<file path="config.mk">
export PLATFORM = sky130hd
export DESIGN_NAME = inst_encoder
export DESIGN_NICKNAME = d
export VERILOG_FILES = /design/src/rtl/inst_encoder.sv
export SDC_FILE = /design/constraint.sdc
export NUM_CORES = 1
export LEC_CHECK = 0
export CAP_MARGIN = 20
export CORE_UTILIZATION = 54
export DETAILED_ROUTE_END_ITERATION = 10
export PLACE_DENSITY = 0.86
export SKIP_CTS_REPAIR_TIMING = 1
export SLEW_MARGIN = 20
export SYNTH_ARGS = -nofsm -noshare
export SYNTH_HDL_FRONTEND = slang
export SYNTH_SLANG_ARGS = --single-unit
</file>
<file path="constraint.sdc">
create_clock -name clk -period 4.3 [get_ports clk]
set_input_delay 0.645 -clock clk [delete_from_list [all_inputs] [get_ports clk]]
set_output_delay 0.645 -clock clk [all_outputs]
set_load 0.1 [all_outputs]
</file>
<file path="src/rtl/inst_encoder.sv">
`timescale 1ns/1ps
// inst_encoder: turns {op, rd, rs1, rs2, imm} requests into RV32I instruction
// words and buffers them in a 2-entry FIFO. Illegal ops and out-of-range
// immediates produce a flagged NOP. Also keeps request and error counters.
module inst_encoder (
    input  logic        clk,
    input  logic        rst_n,
    input  logic        in_valid,
    output logic        in_ready,
    input  logic [2:0]  in_op,
    input  logic [4:0]  in_rd,
    input  logic [4:0]  in_rs1,
    input  logic [4:0]  in_rs2,
    input  logic [31:0] in_imm,
    output logic        out_valid,
    input  logic        out_ready,
    output logic [31:0] out_inst,
    output logic        out_err,
    output logic [15:0] enc_cnt,
    output logic [7:0]  err_cnt
);

    typedef enum logic [2:0] {
        OP_JAL  = 3'd0,
        OP_BEQ  = 3'd1,
        OP_BLT  = 3'd2,
        OP_LW   = 3'd3,
        OP_ADDI = 3'd4,
        OP_SW   = 3'd5
    } op_e;

    localparam logic [31:0]        NOP_INST = 32'h0000_0013;
    localparam logic signed [31:0] IS_MIN   = -32'sd2048;
    localparam logic signed [31:0] IS_MAX   = 32'sd2047;
    localparam logic signed [31:0] B_MIN    = -32'sd4096;
    localparam logic signed [31:0] B_MAX    = 32'sd4094;
    localparam logic signed [31:0] J_MIN    = -32'sd1048576;
    localparam logic signed [31:0] J_MAX    = 32'sd1048574;

    logic signed [31:0] imm_s;
    logic               fit_is, fit_b, fit_j;
    logic               enc_ok;
    logic [31:0]        enc_word;
    logic [31:0]        enc_inst;
    logic               enc_err;

    logic [32:0]        fifo_mem [2];
    logic               rd_ptr, wr_ptr;
    logic [1:0]         count;
    logic               alive;
    logic               push, pop;

    assign imm_s  = $signed(in_imm);
    assign fit_is = (imm_s >= IS_MIN) && (imm_s <= IS_MAX);
    assign fit_b  = (imm_s >= B_MIN) && (imm_s <= B_MAX) && !in_imm[0];
    assign fit_j  = (imm_s >= J_MIN) && (imm_s <= J_MAX) && !in_imm[0];

    // Encode the current request: pick the format, place fields, validate the immediate.
    always_comb begin
        // NOTE: every output of a combinational block gets a default first, so no latch is inferred.
        enc_ok   = 1'b0;
        enc_word = NOP_INST;
        case (op_e'(in_op))
            OP_JAL: begin
                enc_ok   = fit_j;
                enc_word = {in_imm[20], in_imm[10:1], in_imm[11], in_imm[19:12],
                            in_rd, 7'b1101111};
            end
            OP_BEQ: begin
                enc_ok   = fit_b;
                enc_word = {in_imm[12], in_imm[10:5], in_rs2, in_rs1, 3'b000,
                            in_imm[4:1], in_imm[11], 7'b1100011};
            end
            OP_BLT: begin
                enc_ok   = fit_b;
                enc_word = {in_imm[12], in_imm[10:5], in_rs2, in_rs1, 3'b100,
                            in_imm[4:1], in_imm[11], 7'b1100011};
            end
            OP_LW: begin
                enc_ok   = fit_is;
                enc_word = {in_imm[11:0], in_rs1, 3'b010, in_rd, 7'b0000011};
            end
            OP_ADDI: begin
                enc_ok   = fit_is;
                enc_word = {in_imm[11:0], in_rs1, 3'b000, in_rd, 7'b0010011};
            end
            OP_SW: begin
                enc_ok   = fit_is;
                enc_word = {in_imm[11:5], in_rs2, in_rs1, 3'b010, in_imm[4:0], 7'b0100011};
            end
            default: begin
                enc_ok   = 1'b0;
                enc_word = NOP_INST;
            end
        endcase
        enc_err  = !enc_ok;
        enc_inst = enc_ok ? enc_word : NOP_INST;
    end

    // in_ready depends only on registered state, never on out_ready.
    assign in_ready  = alive && (count < 2'd2);
    assign out_valid = (count != 2'd0);
    assign push      = in_valid && in_ready;
    assign pop       = out_valid && out_ready;
    assign out_inst  = fifo_mem[rd_ptr][31:0];
    assign out_err   = fifo_mem[rd_ptr][32];

    // FIFO storage: write the encoded result into the tail slot on a push.
    always_ff @(posedge clk or negedge rst_n) begin
        // NOTE: the storage is reset because the head slot drives the outputs, which must read 0 in reset.
        if (!rst_n) begin
            fifo_mem[0] <= '0;
            fifo_mem[1] <= '0;
        end else if (push) begin
            fifo_mem[wr_ptr] <= {enc_err, enc_inst};
        end
    end

    // FIFO pointers, occupancy and the post-reset ready enable.
    always_ff @(posedge clk or negedge rst_n) begin
        // NOTE: sequential state uses non-blocking assignment so every flop samples pre-edge values.
        if (!rst_n) begin
            rd_ptr <= 1'b0;
            wr_ptr <= 1'b0;
            count  <= 2'd0;
            alive  <= 1'b0;
        end else begin
            alive <= 1'b1;
            if (push) wr_ptr <= ~wr_ptr;
            if (pop)  rd_ptr <= ~rd_ptr;
            case ({push, pop})
                2'b10:   count <= count + 2'd1;
                2'b01:   count <= count - 2'd1;
                default: count <= count;
            endcase
        end
    end

    // Accepted-request counter (wrapping) and error counter (saturating at 255).
    always_ff @(posedge clk or negedge rst_n) begin
        if (!rst_n) begin
            enc_cnt <= 16'd0;
            err_cnt <= 8'd0;
        end else if (push) begin
            enc_cnt <= enc_cnt + 16'd1;
            if (enc_err && (err_cnt != 8'hFF)) err_cnt <= err_cnt + 8'd1;
        end
    end

endmodule

</file>
After elaboration in Yosys (flattened, before gate mapping)
Index checks and enable logic that the tools add are counted.
Storage, ports and cells
  register bits after elaboration: 95
  bits in latches: 0
  RAM bits: 0
  bits in read-only memories: 0
  input bits: 54
  output and inout bits: 59
  word-level logic and storage cells: 62
  memories: 0
Cells by class
  add/subtract/negate cells: 4
  multipliers: 0
  div/mod/pow operators: 0
  $lt $le $gt $ge: 10
  equal/unequal tests: 8
  shifts and indexed selects: 0
  mux-type cells: 10
  bitwise operators: 4
  reductions and logical operators: 18
Operator list (number)
  32-bit case mux with 6 select lines: 1
  33-bit 2-to-1 mux: 4
  66-bit bitwise mux: 1
  33-bit demux with 1-bit select: 1
  32-bit by 12-bit >= comparator with 1-bit output, second input constant: 1
  32-bit by 13-bit >= comparator with 1-bit output, second input constant: 1
  32-bit by 21-bit >= comparator with 1-bit output, second input constant: 1
  32-bit by 12-bit <= comparator with 1-bit output, second input constant: 1
  32-bit by 13-bit <= comparator with 1-bit output, second input constant: 1
  32-bit by 21-bit <= comparator with 1-bit output, second input constant: 1
  32-bit 2-to-1 mux: 1
  16-bit by 1-bit adder with 16-bit output, second input constant: 1
  1-bit logical AND: 10
  8-bit by 1-bit adder with 8-bit output, second input constant: 1
  8-bit != test, second input constant: 1
  3-bit by 2-bit equality test with 1-bit output, second input constant: 2
  3-bit equality test, second input constant: 2
  2-bit >= comparator, second input constant: 2
  1-bit NOT with 2-bit output: 2
  2-bit case mux with 2 select lines: 1
  2-bit nonzero test: 2
  3-bit by 1-bit equality test with 1-bit output, second input constant: 1
  3-bit logical NOT: 1
  1-bit case mux with 3 select lines: 1
  other kinds (11): 13

Depth between registers and ports, before layout
  depth after elaboration: 7
  depth in mapped cells: 10
  gate-level depth less buffers: 7

Worst setup path after synthesis
No wires, ideal clock.
  path type: register to output
  from: register rd_ptr
  to: output port out_inst[3]
  data arrival time: 1.787 ns
  required time: 3.655 ns
  slack: 1.868 ns
  cell stages (with the launch flop): 5
  path through: dfrtp_1 -> clkbuf_1 -> buf_1 -> mux2_2 -> buf_4
On the way
  longest elaborated chain between the ends: 4
Ends and longest elaborated chain
  start, declared: RTL line 48  | logic rd_ptr, wr_ptr;
  start signal, assigned: RTL line 130  | if (pop) rd_ptr <= ~rd_ptr;
  1-bit NOT with 2-bit output (implied by the code): RTL line 105  | assign out_inst = fifo_mem[rd_ptr][31:0];
  33-bit 2-to-1 mux (3 in a row)
  end, declared: RTL line 17  | output logic [31:0] out_inst,
Every way passes these cells. The select of a mux whose other input is x is not followed.

Final worst setup path
  from: input port in_imm[31]
  to: register err_cnt[1]
On the way
  longest elaborated chain between the ends: 7
  elaborated cells between the ends (all ways): 15
  classes of those cells: 6 x order compare; 1 x mux; 8 x reduce/logical
Ends and longest elaborated chain
  start, declared: RTL line 14  | input logic [31:0] in_imm,
  32-bit by 13-bit >= comparator with 1-bit output (tied with other cells): RTL line 55  | assign fit_b = (imm_s >= B_MIN) && (imm_s <= B_MAX) && !in_imm[0];
  1-bit logical AND (on tied branches) (2 in a row): RTL line 55, 56
  1-bit case mux with 3 select lines *: RTL line 63  | case (op_e'(in_op))
  1-bit logical NOT *: RTL line 96  | enc_err = !enc_ok;
  1-bit logical AND *: RTL line 146  | if (enc_err && (err_cnt != 8'hFF)) err_cnt <= err_cnt + 8'd1;
  2-bit AND reduction (no source line) *
  end signal, assigned: RTL line 146
  end, declared: RTL line 20  | output logic [7:0] err_cnt
Mark *: on every way between the ends. The rest lies on a longest branch, timed or not.
A chain may end at the register's enable or synchronous reset.

==> flow_metrics.env <==
export IMPL_start_util=0.566
export IMPL_dieArea_mm2=0.00913
export IMPL_critPathLaunchType="input port"
export IMPL_syn2layout_area_growth_pct=26.5
export IMPL_path_class="in -> reg"
export IMPL_htreeDepth=3
export IMPL_drive_gt1_frac=0.160
export IMPL_grt_ovfl_total=0
export IMPL_clock_sinks=91
export IMPL_setup_tns_ns=0
export IMPL_p_int_mw=1.81
export IMPL_cpPeakStageDelay_ns=0.46
export IMPL_synth_edf_count=0
export IMPL_wl_per_cell_um=15.7
export IMPL_dpl_cell_count=678
export IMPL_synth_ff_type="dfrtp_1"
export IMPL_synthArstFlopShare=1.00
export IMPL_leakagePower_nw=2.61
export IMPL_min_path_type="in -> async"
export IMPL_synth_avg_cell_area_um2=9.64
export IMPL_syn_inst=490
export IMPL_num_vias=3976
export IMPL_first_pass_iters=4
export IMPL_power_density_mw_per_mm2=609
export IMPL_post_route_period_util=0.682
export IMPL_cts_tree="built"
export IMPL_rsz0062_at_grt="no"
export IMPL_first_global_vias=3858
export IMPL_drt_iter0_drc=125
export IMPL_gp_congestion=0.848
export IMPL_grt_max_degree=92
export IMPL_place_ws_ns=1.02
export IMPL_detail_route_antenna_nets=0
export IMPL_cts_buffers=9
export IMPL_p_comb_frac=0.525
export IMPL_grt_pass1_wl_mm=18.0
export IMPL_hold_viol_final=0
export IMPL_whs_ns=0.361
export IMPL_slowest_stage="clkdlybuf4s50_1"
export IMPL_maxCapViolations=0
export IMPL_p_sw_mw=1.83
export IMPL_vdd_ir_drop_worst_v=0.000426
export IMPL_rows=33
export IMPL_routed_wl_mm=10.8
export IMPL_swShare=0.501
export IMPL_worst_ep_arrival_time_ns=3.17
export IMPL_yosysWarnings=0
export IMPL_die_w_um=95.5
export IMPL_nFillCells=630
export IMPL_core_region_area_mm2=0.00834
export IMPL_synth_distinct_cells=45
export IMPL_antenna_found_initial=0
export IMPL_vias_per_cell=5.75
export IMPL_synth_area_mm2=0.00472
export IMPL_max_freq_mhz=341
export IMPL_synth_seq_cells=91
export IMPL_required_ns=4.53
export IMPL_worst_slew_pin_slew_ns=0.972
export IMPL_grt_usage=0.257
export IMPL_setup_violations_final=0
export IMPL_crit_path_end_kind="flip-flop"
export IMPL_io_buffer_count=112
export IMPL_final_util=0.716
export IMPL_slew_viol_final=0
export IMPL_skew_ns=0.00881
export IMPL_num_io_pins=113
export IMPL_die_height_um=95.5
export IMPL_status="complete, no violations"
export IMPL_fin_cells=691
export IMPL_crit_chain="clkdlybuf4s50_1 -> nor4_1 -> nand3_1 -> nand3b_1 -> o31ai_2 -> nand4_2 -> buf_4 -> nand3_1 -> mux2_1"
export IMPL_clk_path_buf_depth=2
export IMPL_layout_setup_ws_ns=1.37
export IMPL_clock_root_buffer="clkbuf_8"
export IMPL_cp_common_cell="nand3_1"
export IMPL_clk_pin_slew_worst_paths_ns=0.08
export IMPL_final_nets=641
export IMPL_diodes=0
export IMPL_drc=0
export IMPL_relSlewSlack=0.350
export IMPL_synth_net_count=547
export IMPL_hpwlAfterDp_mm=7.70
export IMPL_p_seq_frac=0.327
export IMPL_clock_power_share=0.148
export IMPL_clk_latency_ns=0.35
export IMPL_period_needed_ns=2.93
export IMPL_cp_max_fo=13
export IMPL_synth_seq_area_share=0.482
==> cells by family (layout without fill, tap and decap cells) <==
group | Yosys count | in the layout | synth area share
buffers and inverters | 45 | 141 | 0.0384
XOR/XNOR | 25 | 25 | 0.0464
adder cells (fa/ha/maj) | 3 | 3 | 0.00795
other | 1 | 1 | 0.000794
flip-flops | 91 | 91 | 0.482
multiplexers | 46 | 46 | 0.107
AO/OA/AOI/OAI | 108 | 108 | 0.138
AND/OR/NAND/NOR | 171 | 171 | 0.180
==> worst max-delay path: cells and delay by family <==
| family | cells | cell delay [ns] |
|---|---|---|
| compound gates | 1 | 0.34 |
| mux | 1 | 0.33 |
| buf+inv | 2 | 0.73 |
| simple gates | 5 | 1.12 |
==> synth_stat cells, types with 12 or more instances <==
library cell  number  area share
nand2b_1          22       0.029
o21ai_0           12       0.013
mux2_2            35       0.083
nand2_1           79       0.063
o21ai_1           35       0.037
clkbuf_1          24       0.019
nand4_1           16       0.021
xnor2_1           17       0.032
a21oi_1           15       0.016
dfrtp_1           91        0.48
nor2_1            12      0.0095
o31ai_1           16       0.025
==> registers in the layout, indices dropped and copies added (netlist names) <==
name and cells:
fifo_mem 62, enc_cnt 16, err_cnt 8, count 2, alive 1, rd_ptr 1
wr_ptr 1
==> placed cells by master, fill, tap and decap left out, types with 6 or more instances in the layout <==
master,Yosys,layout
nand2_1,79,78
clkdlybuf4s50_1,0,78
o21ai_1,35,35
a22oi_1,7,7
nand3_1,11,11
mux2_2,35,35
o21ai_0,12,12
nand4_1,16,16
inv_1,10,10
mux2i_1,10,10
nor2b_1,9,9
nor4_1,6,6
dfrtp_1,91,91
nand2b_1,22,21
o31ai_1,16,16
o22ai_1,9,9
xnor2_1,17,17
a21oi_1,15,15
nor2_1,12,12
clkbuf_8,0,9
xor2_1,8,8
buf_4,2,39
==> area by class of cell <==
class                           count  area [um2]  share of cell area
Inverter                           10        37.5             0.00628
Multi-Input combinational cell    354        2270               0.381
Clock buffer                       10         128              0.0214
Tap cell                          105         131              0.0220
Clock inverter                      3        42.5             0.00712
Sequential cell                    91        2280               0.381
Timing Repair Buffer              118        1080               0.182
==> path summary, 6_finish.rpt <==
path	startpoint	endpoint	slack, ns	cells after the start
max in group asynchronous	rst_n	fifo_mem[19]	3.40	1
min in group clk	fifo_mem[1]	fifo_mem[1]	0.46	1
max	in_imm[31]	err_cnt[1]	1.37	9
max reg2reg	count[1]	enc_cnt[13]	2.08	7
min reg2reg	fifo_mem[1]	fifo_mem[1]	0.46	1
min	rst_n	alive	0.36	1
==> metrics by stage <==
| stage | total power, mW | area [um2] |
|---|---|---|
| after global placement | 3.07 | 5800 |
| after CTS | 3.66 | 5970 |
| after floorplan | 2.72 | 4720 |
| after global routing | 3.82 | 5980 |
| final | 3.64 | 5980 |
| after detailed placement | 3.12 | 5800 |
==> routing by layer <==
layer / share of wire / up-vias / global-route usage / routed length (um)
li1: - / 1911 / - / -
met1: 0.43 / 1905 / 0.326 / 4660
met2: 0.49 / 144 / 0.438 / 5340
met3: 0.060 / 16 / 0.0423 / 650
met4: 0.017 / 0 / 0.0983 / 189
met5: 0 / - / 0 / 0
==> power groups by stage <==
stage	Sequential [mW]	Clock, mW	Combinational (mW)
2_1_floorplan	1.48	0	1.24
3_3_place_gp	1.19	0	1.88
3_5_place_dp	1.21	0	1.91
4_1_cts	1.19	0.548	1.92
5_1_grt	1.22	0.588	2.01
6_report	1.19	0.538	1.91
No activity file was read; power rests on OpenSTA's default activity.
